### config.mk
export PLATFORM = sky130hd
export DESIGN_NAME = inv_round_col_sequencer
export DESIGN_NICKNAME = d
export VERILOG_FILES = /design/src/rtl/inv_round_col_sequencer.sv
export SDC_FILE = /design/constraint.sdc
export NUM_CORES = 1
export LEC_CHECK = 0
export CORE_UTILIZATION = 29
export DETAILED_ROUTE_END_ITERATION = 6
export DONT_BUFFER_PORTS = 1
export SLEW_MARGIN = 0
export SYNTH_ARGS = -nofsm -noshare
export SYNTH_HDL_FRONTEND = slang
export SYNTH_SLANG_ARGS = --single-unit
export TNS_END_PERCENT = 30
### constraint.sdc
create_clock -name clk -period 2.9 [get_ports clk]
set_input_delay 0.87 -clock clk [delete_from_list [all_inputs] [get_ports clk]]
set_output_delay 0.87 -clock clk [all_outputs]
set_load 0.01 [all_outputs]
### src/rtl/inv_round_col_sequencer.sv
// Decryption round sequencer: AddRoundKey, then InvMixColumns one column per cycle via an external helper.
// Optional macro INV_COL_HELPER_REG_EN registers the helper result, which adds one MIX cycle.
module inv_round_col_sequencer #(
   parameter int NUM_COLS = 4,
   parameter int COL_W    = 32
) (
   input  logic                      clk,
   input  logic                      rst_n,
   input  logic                      in_valid,
   output logic                      in_ready,
   input  logic [NUM_COLS*COL_W-1:0] in_state,
   input  logic [NUM_COLS*COL_W-1:0] in_key,
   input  logic                      in_skip_mix,
   output logic [COL_W-1:0]          col_out,
   input  logic [COL_W-1:0]          col_in,
   output logic                      out_valid,
   input  logic                      out_ready,
   output logic [NUM_COLS*COL_W-1:0] out_state,
   output logic                      busy
);

   localparam int ST_W  = NUM_COLS * COL_W;
   localparam int CNT_W = 2;
   localparam logic [CNT_W-1:0] LAST_COL = CNT_W'(NUM_COLS - 1);

   typedef enum logic [1:0] {IDLE, MIX, DONE} state_e;

   state_e              state_q, state_d;
   logic [CNT_W-1:0]    cnt_q, cnt_d;
   logic [ST_W-1:0]     st_reg_q, st_reg_d;
   logic [ST_W-1:0]     res_q, res_d;
   logic [ST_W-1:0]     out_state_q, out_state_d;
   logic [ST_W-1:0]     res_next;
   logic [COL_W-1:0]    wr_col;
   logic [CNT_W-1:0]    wr_idx;
   logic                wr_en;
   logic                last_wr;
`ifdef INV_COL_HELPER_REG_EN
   logic [COL_W-1:0]    col_in_q, col_in_d;
   logic                pend_q, pend_d;
`endif

   // Column 0 sits in the MSBs of the 128-bit word.
   function automatic logic [COL_W-1:0] col_of(input logic [ST_W-1:0] s, input logic [CNT_W-1:0] c);
      col_of = '0;
      for (int i = 0; i < NUM_COLS; i++)
         if (c == CNT_W'(i)) col_of = s[ST_W-1-COL_W*i -: COL_W];
   endfunction

   assign in_ready  = (state_q == IDLE) && rst_n;
   assign out_valid = (state_q == DONE);
   assign busy      = (state_q != IDLE);
   assign out_state = out_state_q;

   always_comb begin
      // NOTE: every signal gets a default first so no path through the case infers a latch.
      state_d     = state_q;
      cnt_d       = cnt_q;
      st_reg_d    = st_reg_q;
      res_d       = res_q;
      out_state_d = out_state_q;
      col_out     = col_of(st_reg_q, (state_q == MIX) ? cnt_q : '0);
`ifdef INV_COL_HELPER_REG_EN
      // Helper result arrives one cycle late, so the write lags the presented column by one.
      col_in_d = col_in;
      pend_d   = pend_q;
      wr_col   = col_in_q;
      wr_idx   = cnt_q - 1'b1;
      wr_en    = pend_q;
      last_wr  = pend_q && (cnt_q == '0);
`else
      wr_col   = col_in;
      wr_idx   = cnt_q;
      wr_en    = 1'b1;
      last_wr  = (cnt_q == LAST_COL);
`endif
      res_next = res_q;
      for (int i = 0; i < NUM_COLS; i++)
         if (wr_idx == CNT_W'(i)) res_next[ST_W-1-COL_W*i -: COL_W] = wr_col;

      case (state_q)
         IDLE: begin
            if (in_valid) begin
               st_reg_d = in_state ^ in_key;
               cnt_d    = '0;
               if (in_skip_mix) begin
                  out_state_d = in_state ^ in_key;
                  state_d     = DONE;
               end else begin
                  state_d = MIX;
               end
            end
         end
         MIX: begin
            if (wr_en) res_d = res_next;
            cnt_d = cnt_q + 1'b1;
`ifdef INV_COL_HELPER_REG_EN
            pend_d = 1'b1;
`endif
            if (last_wr) begin
               out_state_d = res_next;
               cnt_d       = '0;
               state_d     = DONE;
`ifdef INV_COL_HELPER_REG_EN
               pend_d      = 1'b0;
`endif
            end
         end
         DONE: begin
            if (out_ready) state_d = IDLE;
         end
         default: state_d = IDLE;
      endcase
   end

   // NOTE: sequential state uses non-blocking assignments only; every register here is reset, none is a memory.
   always_ff @(posedge clk) begin
      if (!rst_n) begin
         state_q     <= IDLE;
         cnt_q       <= '0;
         st_reg_q    <= '0;
         res_q       <= '0;
         out_state_q <= '0;
`ifdef INV_COL_HELPER_REG_EN
         col_in_q    <= '0;
         pend_q      <= 1'b0;
`endif
      end else begin
         state_q     <= state_d;
         cnt_q       <= cnt_d;
         st_reg_q    <= st_reg_d;
         res_q       <= res_d;
         out_state_q <= out_state_d;
`ifdef INV_COL_HELPER_REG_EN
         col_in_q    <= col_in_d;
         pend_q      <= pend_d;
`endif
      end
   end

endmodule

==> flow_results.org, run 1 <==
** Outcome
- The flow ran to the end, and the final reports show no timing, DRC or antenna violations.

** Pwr
- Switching Power :: 0.00400 W
- Ratio of total power to cell area :: 720 nW/um^2
- IR Drop Worst-Case VDD :: 454 uV
- Of the total power, the clock network draws 42.4%.
- Cell internal power was estimated by the tool at 0.0102 W.
- Part of the power in combinational logic :: 14.3%
- Switching portion of total power :: 28.1%
- For this design the static power due to leakage is 7.00 nW.
- Share of total power in sequential cells :: 43.2%

** Die
- Number of rows created at floorplan :: 88
- In this run the count of I/O pins placed on the die edge is 456.
- Measured along the x axis, the die boundary spans between 200 and 250 um.
- Starting density of the core :: 29.6%
- Core Footprint :: 58100 um^2
- DIE AREA :: 60300 um^2
- Chip height :: between 200 and 250 um

** Critical path
- The startpoint identified for the worst register-to-register timing path is cnt_q[0].
- On the critical path, the stage with the largest delay is an instance of sky130_fd_sc_hd__a221oi_1.
- The worst setup path is launched from a register.
- At the worst endpoint, the arrival time is ~2.0 ns.
- The critical path ends at col_out[20].
- The worst setup path is captured at an output port.
- Crit-path max cell delay :: ~0.52 ns
- The most critical setup path has its startpoint at cnt_q[1].
- The setup check on the worst reg-to-reg path leaves a slack of about 0.45 ns.
- CP cell instances :: inv_2 -> nor2_1 -> buf_4 -> a221oi_1
- Critical-path maximum fanout :: 12
- For the worst setup path, the data required time is 2.03 ns.
- Worst r2r dst :: out_state[93]
- The worst setup path is of the register to output port kind.
- Worst-case reg-to-reg path depth :: 6

** GRT
- Via count of the first global-routing pass :: 13200
- Initial antenna violation count :: 3
- GRT Resource Usage Total :: approximately a fifth
- Maximum number of pins on one net before global-route repair :: 181
- Gr ovfl total :: 0
- met2 is the most crowded layer.
- Met2 track demand over resource in global routing :: between 20% and 30%
- The first global-routing pass estimated 88.5 mm of wire.
- Global routing usage on met1 :: between 20% and 30%
- For met3 alone, demand over resource in global routing was 5.18%.

** STA
- Final worst hold slack :: about 0.46 ns
- Max-slew violation total from the final report :: 0
- Fin crit period :: 2.83 ns
- Setup repair after global routing could not meet its margin everywhere.
- The number of hold-slack violations in the final timing report came to 0.
- Setup violations remaining at the end of the flow were counted as 0.
- Fraction of the cycle the final worst path needs :: a little over nine tenths
- Based on the critical path, the design can be clocked at up to 353 MHz.
- TNS Setup :: 0 ns
- Measured against its own limit, the worst slew margin works out to 35.8%.
- Clock skew on the completed layout was measured at between 0.02 and 0.025 ns.
- Worst-Margin Slew :: 0.960 ns

** Place
- Detailed placement ended at an HPWL of ~45 mm.
- Once placement completed, the tool counted placed cells totaling 2516.
- In this run the tool buffered the top-level ports with 0 buffer cells.
- Final weighted congestion of routability-driven global placement :: 0.964

** Final layout
- Fraction of layout cells with a size suffix above 1 :: under 10%
- From synthesis to final layout, the design area changed by 14.7%.
- Non-filler instance count after layout :: approximately 2600
- At the end of the flow, the number of nets in the layout was between 2000 and 2500.

** Routing
- For this run, design rule violations remaining after detail routing come to 0.
- Dividing the detail-routed wire length by the instance count gives 24.0 um.
- Using the TritonRoute via totals, the vias-per-cell ratio works out to 5.42.
- Number of DRC markers in iteration 0 :: 1308
- Drt total wl :: between 60 and 70 mm
- Antenna-violating nets left :: 0
- The first TritonRoute pass finished after 5 iterations.
- Vias :: 14100

** Clock tree
- After clock tree synthesis, the clock-pin slew on the worst setup and hold paths is roughly 0.06 ns.
- In this run, post-CTS hold repair placed 0 buffers.
- Clock tree from TritonCTS :: done
- The longest clock path from root to sink contains 3 buffers.
- Maximum level of the CTS H-tree :: 2
- In this run, CTS created clock tree buffers numbering 46.
- Clock latency on the worst-skew pair, taken at its later pin, is 0.59 ns.
- The tree built by TritonCTS fans out to around 390 sinks.
- The tree is rooted in a sky130_fd_sc_hd__clkbuf_16.

** Synthesis
- The cell count after synthesis came out at 1867.
- Post-synth EDFFs :: 0
- Most frequent cell after synthesis :: sky130_fd_sc_hd__dfxtp_1
- Number of synthesized register bits :: 388
- After synthesis, the share of flip-flops with an asynchronous set or reset is 0%.
- The synthesized design spends more area on one cell type than any other, namely sky130_fd_sc_hd__dfxtp_1.
- Post-synth design cell area :: 17200 um^2
- Mean instance size in the synthesized netlist :: around 9.2 um^2
- Number of nets produced by synthesis :: 2164
- Counting instances in the post-synthesis netlist gives the leading cell types as 388 x sky130_fd_sc_hd__dfxtp_1, 257 x sky130_fd_sc_hd__nand2_1, 158 x sky130_fd_sc_hd__mux2i_1, 148 x sky130_fd_sc_hd__nor2_1, 131 x sky130_fd_sc_hd__a21oi_1.
- The synthesized netlist contains 37 unique library cells.
- Area fraction of the dominant cell type after synthesis :: 45.1%
- Yosys printed 0 warnings.
- Fraction of the yosys area taken by sequential cells :: 45.1%
- By area the synthesized netlist is led by sky130_fd_sc_hd__dfxtp_1 45%, sky130_fd_sc_hd__mux2i_1 9.2%, sky130_fd_sc_hd__a32o_1 7.4%, sky130_fd_sc_hd__xnor2_1 6.5%, sky130_fd_sc_hd__nand2_1 5.6%.
- Among all flip-flop cells after synthesis, the most frequent one is sky130_fd_sc_hd__dfxtp_1.

** Run
- # Max-Cap Violations :: 0

** Min path
- Worst hold path type :: input port to register
[per-stage QoR]
step / util [%] / power (W) / setup WS, ns / area [um^2]
global placement: 30.9 / 0.00820 / 0.354 / 18000
floorplan: - / 0.00759 / 0.581 / 17200
global route: 34.0 / 0.0148 / -0.0371 / 19700
finish: 34.0 / 0.0142 / 0.0692 / 19700
CTS: 33.8 / 0.0144 / 0.0283 / 19700
detailed placement: 30.9 / 0.00825 / 0.320 / 18000
[logic make-up (layout without fill, tap and decap cells)]
| logic type | Yosys count | in the layout | synth area share (%) |
|---|---|---|---|
| compound gates | 585 | 585 | 23.9 |
| flops | 388 | 388 | 45.1 |
| simple gates | 421 | 422 | 9.53 |
| buf+inv | 181 | 158 | 5.33 |
| mux | 160 | 160 | 9.32 |
| other cells | 0 | 1 | 0 |
| xor+xnor | 128 | 128 | 6.51 |
| fa+ha+maj | 4 | 4 | 0.291 |
[critical path: cells and delay by family, from the launching register on]
| kind | cells | cell delay [ns] |
|---|---|---|
| flops | 1 | 0.33 |
| simple gates | 1 | 0.09 |
| buf+inv | 2 | 0.42 |
| compound gates | 1 | 0.52 |
[worst min path at each step]
stage	slack (ns)	from	to	cells after the start
after floorplan	0.47	st_reg_q[30]	st_reg_q[30]	2
after global placement	0.49	st_reg_q[0]	st_reg_q[0]	2
after detailed placement	0.49	st_reg_q[55]	st_reg_q[55]	2
after CTS	0.40	rst_n	res_q[53]	2
after global routing	0.43	rst_n	res_q[86]	2
final	0.46	rst_n	res_q[56]	2
[routing by layer]
layer | up-vias | part of all wire, %
met5 | - | 0.030
met4 | 2 | 2.9
met3 | 97 | 8.8
met2 | 571 | 43
met1 | 6806 | 46
li1 | 6671 | -
[cell usage in the layout (no fill, tap or decap), types with 2 or more instances in the layout]
master	synthesis	final
sky130_fd_sc_hd__ha_2	0	2
sky130_fd_sc_hd__mux2_2	2	2
sky130_fd_sc_hd__nand3b_1	2	2
sky130_fd_sc_hd__nand2b_1	4	3
sky130_fd_sc_hd__xnor2_1	128	128
sky130_fd_sc_hd__a32o_1	128	128
sky130_fd_sc_hd__clkinvlp_4	0	3
sky130_fd_sc_hd__dfxtp_1	388	385
sky130_fd_sc_hd__a2bb2oi_2	0	6
sky130_fd_sc_hd__inv_1	2	2
sky130_fd_sc_hd__a221oi_2	0	7
sky130_fd_sc_hd__mux2i_1	158	158
sky130_fd_sc_hd__buf_12	0	14
sky130_fd_sc_hd__clkbuf_16	0	48
sky130_fd_sc_hd__nand2_1	257	257
sky130_fd_sc_hd__a21oi_1	131	130
sky130_fd_sc_hd__clkinv_4	0	2
sky130_fd_sc_hd__o22ai_1	15	15
sky130_fd_sc_hd__nor2b_1	4	3
sky130_fd_sc_hd__buf_4	40	53
sky130_fd_sc_hd__o21ai_0	128	128
sky130_fd_sc_hd__o22a_1	17	17
sky130_fd_sc_hd__ha_4	0	2
sky130_fd_sc_hd__clkinv_2	0	6
sky130_fd_sc_hd__a22oi_1	2	2
sky130_fd_sc_hd__a221oi_1	12	4
sky130_fd_sc_hd__nor2_1	148	148
sky130_fd_sc_hd__clkbuf_8	0	6
sky130_fd_sc_hd__a2bb2oi_1	19	13
sky130_fd_sc_hd__dfxtp_4	0	3
sky130_fd_sc_hd__clkbuf_1	63	12
sky130_fd_sc_hd__buf_6	0	3
sky130_fd_sc_hd__a211oi_1	128	128
sky130_fd_sc_hd__bufinv_16	0	5
[layout make-up]
cell class                      count  area [um^2]
Antenna cell                        1         2.50
Clock buffer                       66         1330
Clock inverter                     18          249
Fill cell                        5929        38400
Inverter                            4         17.5
Multi-Input combinational cell   1299         8700
Sequential cell                   388         7780
Tap cell                          765          957
Timing Repair Buffer               70          712
[registers in the layout, indices dropped and copies added, names as in the netlist]
name / flops
res_q: 128
st_reg_q: 128
out_state: 128
state_q: 2
cnt_q: 2
[repair_timing]
| item | in CTS | in global routing |
|---|---|---|
| resized for setup | 15 | 7 |
| gates cloned | 1 | 0 |
| setup endpoints to repair | 32 | 8 |
| setup buffers | 6 | 3 |
[power groups by stage]
| stage | combinational [W] | clock, W | sequential, W |
|---|---|---|---|
| 2_1_floorplan | 0.00146 | 0 | 0.00613 |
| 3_3_place_gp | 0.00194 | 0 | 0.00625 |
| 3_5_place_dp | 0.00199 | 0 | 0.00626 |
| 4_1_cts | 0.00202 | 0.00618 | 0.00615 |
| 5_1_grt | 0.00223 | 0.00638 | 0.00619 |
| 6_report | 0.00204 | 0.00604 | 0.00615 |
(Power assumes the default switching activity.)
==> run 2, diff against run 1 <==
--- a/config.mk
+++ b/config.mk
@@ -7,7 +7,7 @@
 export LEC_CHECK = 0
 export CORE_UTILIZATION = 29
 export DETAILED_ROUTE_END_ITERATION = 6
-export DONT_BUFFER_PORTS = 1
+export HOLD_SLACK_MARGIN = 0.03
 export SLEW_MARGIN = 0
 export SYNTH_ARGS = -nofsm -noshare
 export SYNTH_HDL_FRONTEND = slang
==> flow_results.org, run 2 (synthesis results as in run 1) <==
** Critical path
- Measured in cells, the most critical reg-to-reg path has a length of 8.
- The critical path in this run is classified as register to output port.
- Along the worst path, the maximum fanout reaches 6.
- STA classifies the critical path startpoint as a register.
- Worst r2r dst :: out_state[43]
- The worst setup path is captured at an output port.
- Data arrives at the worst endpoint at ~2.0 ns.
- In this run the critical register-to-register path is launched from cnt_q[0].
- Crit path required time :: about 2 ns
- Setup slack on the worst flop-to-flop path :: 0.51 ns

** STA
- Worst-Margin Slew :: 0.994 ns
- Setup Viol. Count Final :: 0
- For the finished layout, the period the worst path requires is 2.89 ns.
- TNS Setup :: 0 ns
- Upper clock frequency limit :: 346 MHz
- Max-slew violation total from the final report :: 0
- Dividing the final minimum period by the clock period gives roughly 100%.
- The worst pin sits at a relative slew slack of 33.8%.
- The number of hold-slack violations in the final timing report was 0.
- RSZ-0062 raised after global routing :: yes
- Hold timing on the final database bottoms out at a slack of between 0.4 and 0.5 ns.
- On the final layout, the worst clock skew is 0.0297 ns.

** Routing
- The detailed router placed 16000 vias in this run.
- Number of DRC markers in iteration 0 :: 1131
- First-pass iteration count of the detailed router :: 5
- Average wire per standard cell :: ~21 um
- Wires add up to 66.1 mm.
- For this run, design rule violations remaining after detail routing come to 0.
- Post-detailed-route via-to-cell ratio :: 5.16
- Antenna-violating nets left :: 0

** Final layout
- From synthesis to final layout, the design area changed by 43.1%.
- After filler insertion, the fill cell instance count of the layout stands at 5651.
- Cell area after layout :: 24600 um^2
- Fraction of layout cells with a size suffix above 1 :: 10.8%
- Number of nets at the end of the flow :: 2594
- Leaving out fill and tap cells, the most frequent cell in the layout is sky130_fd_sc_hd__clkdlybuf4s50_1.
- Leaving out fill and tap cells, the most frequent cells in the layout are 420 x sky130_fd_sc_hd__clkdlybuf4s50_1, 384 x sky130_fd_sc_hd__dfxtp_1, 257 x sky130_fd_sc_hd__nand2_1, 157 x sky130_fd_sc_hd__mux2i_1, 146 x sky130_fd_sc_hd__nor2_1.
- Once layout is complete, the cells apart from fillers number 3096.

** Clock tree
- At the later pin of the worst-skew pair, clock insertion delay measures just under 0.6 ns.
- After clock tree synthesis, the clock-pin slew on the worst setup and hold paths is 0.06 ns.
- The H-tree generated during clock tree synthesis spans 2 levels.
- # hold bufs at CTS :: 0
- CTS placed an instance of sky130_fd_sc_hd__clkbuf_16 at the clock tree root.
- Count of clock tree sinks :: 388
- TritonCTS built the clock tree.
- In this run, CTS created clock tree buffers numbering 45.
- Counting along the longest clock path gives a buffer depth of 3.

** Pwr
- Sequential cells burn 41.1% of the power.
- Switching portion of total power :: 28.2%
- Cell internal power was estimated by the tool at approximately 0.011 W.
- Total power for the finished layout comes to 0.0147 W.
- Part of the power in combinational logic :: 20.7%
- Static leakage power :: 9.02 nW
- Switching Power :: 0.00415 W
- IR Drop Worst-Case VDD :: 406 uV
- Ratio of total power to cell area :: ~600 nW/um^2
- The clock network burns 38.2% of the power.

** Die
- The die is 246 um tall.
- Number of rows created at floorplan :: 88
- Starting density of the core :: between 20 and 30%
- DIE AREA :: slightly above 60000 um^2
- around 460 I/O pins were placed.
- Core Footprint :: 58100 um^2
- Width of the chip :: 246 um

** GRT
- Entering global routing, the biggest net connects 131 pins.
- Global-route wire length before repair :: 95.6 mm
- The number of global-route vias before repair was 14800.
- Initial antenna violation count :: 5
- Gr ovfl total :: 0
- GRT Resource Usage Total :: 21.1%

** Run
- # Max-Cap Violations :: 0

** Min path
- The tightest min-delay check is of the register to register type.
- The worst hold path terminates at out_state[71].
- Worst Min Path Start :: out_state[71]
- Counting instances, the worst hold path has a depth of 1.

** Outcome
- The run finished with clean final reports.

** Place
- Port Buffer Count :: between 400 and 500
- Final HPWL DP :: 46.6 mm
- Standard cell area after detailed placement :: 22600 um^2
- Once placement completed, the tool counted placed cells totaling 2974.
- Routability-driven placement finished with a final weighted congestion of between 0.9 and 1.
## run 2: layout make-up
cell class	instances	area (um^2)	area share (%)
Clock buffer	65	1270	5.16
Antenna cell	3	7.51	0.0305
Inverter	4	21.3	0.0864
Clock inverter	13	169	0.686
Sequential cell	388	7780	31.6
Timing Repair Buffer	560	5650	22.9
Tap cell	765	957	3.89
Multi-Input combinational cell	1298	8780	35.7
## run 2: per-stage QoR
stage	util, %	setup slack, ns
after floorplan	-	0.581
after global placement	38.8	-0.182
after detailed placement	38.8	-0.222
after CTS	42.3	-0.0859
after global routing	42.4	-0.0650
final	42.4	0.00820
## run 2: repair_timing
item | in CTS | in global routing
setup buffers | 37 | 0
cloned | 5 | 0
gates resized for setup | 172 | 14
setup endpoints to repair | 33 | 24
pin swaps | 18 | 9
## run 2: worst max-delay path by stage
stage | endpoint | slack [ns] | startpoint
floorplan | col_out[21] | 0.58 | cnt_q[0]
global placement | col_out[29] | -0.18 | state_q[0]
detailed placement | col_out[17] | -0.22 | state_q[0]
CTS | col_out[10] | -0.09 | cnt_q[0]
global route | col_out[15] | -0.06 | cnt_q[0]
finish | col_out[22] | 0.008 | cnt_q[0]
## run 2: metal layers
layer,share of wire [%],global-route usage [%],wire [um]
met5,0.047,0,31
met4,2.6,7.05,1740
met1,47,29.8,30800
met2,44,31.9,29300
met3,6.5,3.85,4330
## run 2: power by group through the flow
stage / combinational [W] / clock (W) / sequential [W]
after CTS: 0.00303 / 0.00573 / 0.00603
after global routing: 0.00326 / 0.00593 / 0.00609
after detailed placement: 0.00292 / 0 / 0.00614
after global placement: 0.00288 / 0 / 0.00613
after floorplan: 0.00146 / 0 / 0.00613
final: 0.00304 / 0.00560 / 0.00604
## run 2: worst max-delay path, cell delays in order (launching register included)
cell,delay [ns]
sky130_fd_sc_hd__dfxtp_4,0.37
sky130_fd_sc_hd__buf_6,0.13
sky130_fd_sc_hd__nand3b_1,0.16
sky130_fd_sc_hd__buf_12,0.15
sky130_fd_sc_hd__buf_6,0.09
sky130_fd_sc_hd__o22ai_2,0.05
sky130_fd_sc_hd__a221oi_2,0.23
sky130_fd_sc_hd__buf_4,0.16
sky130_fd_sc_hd__buf_6,0.09
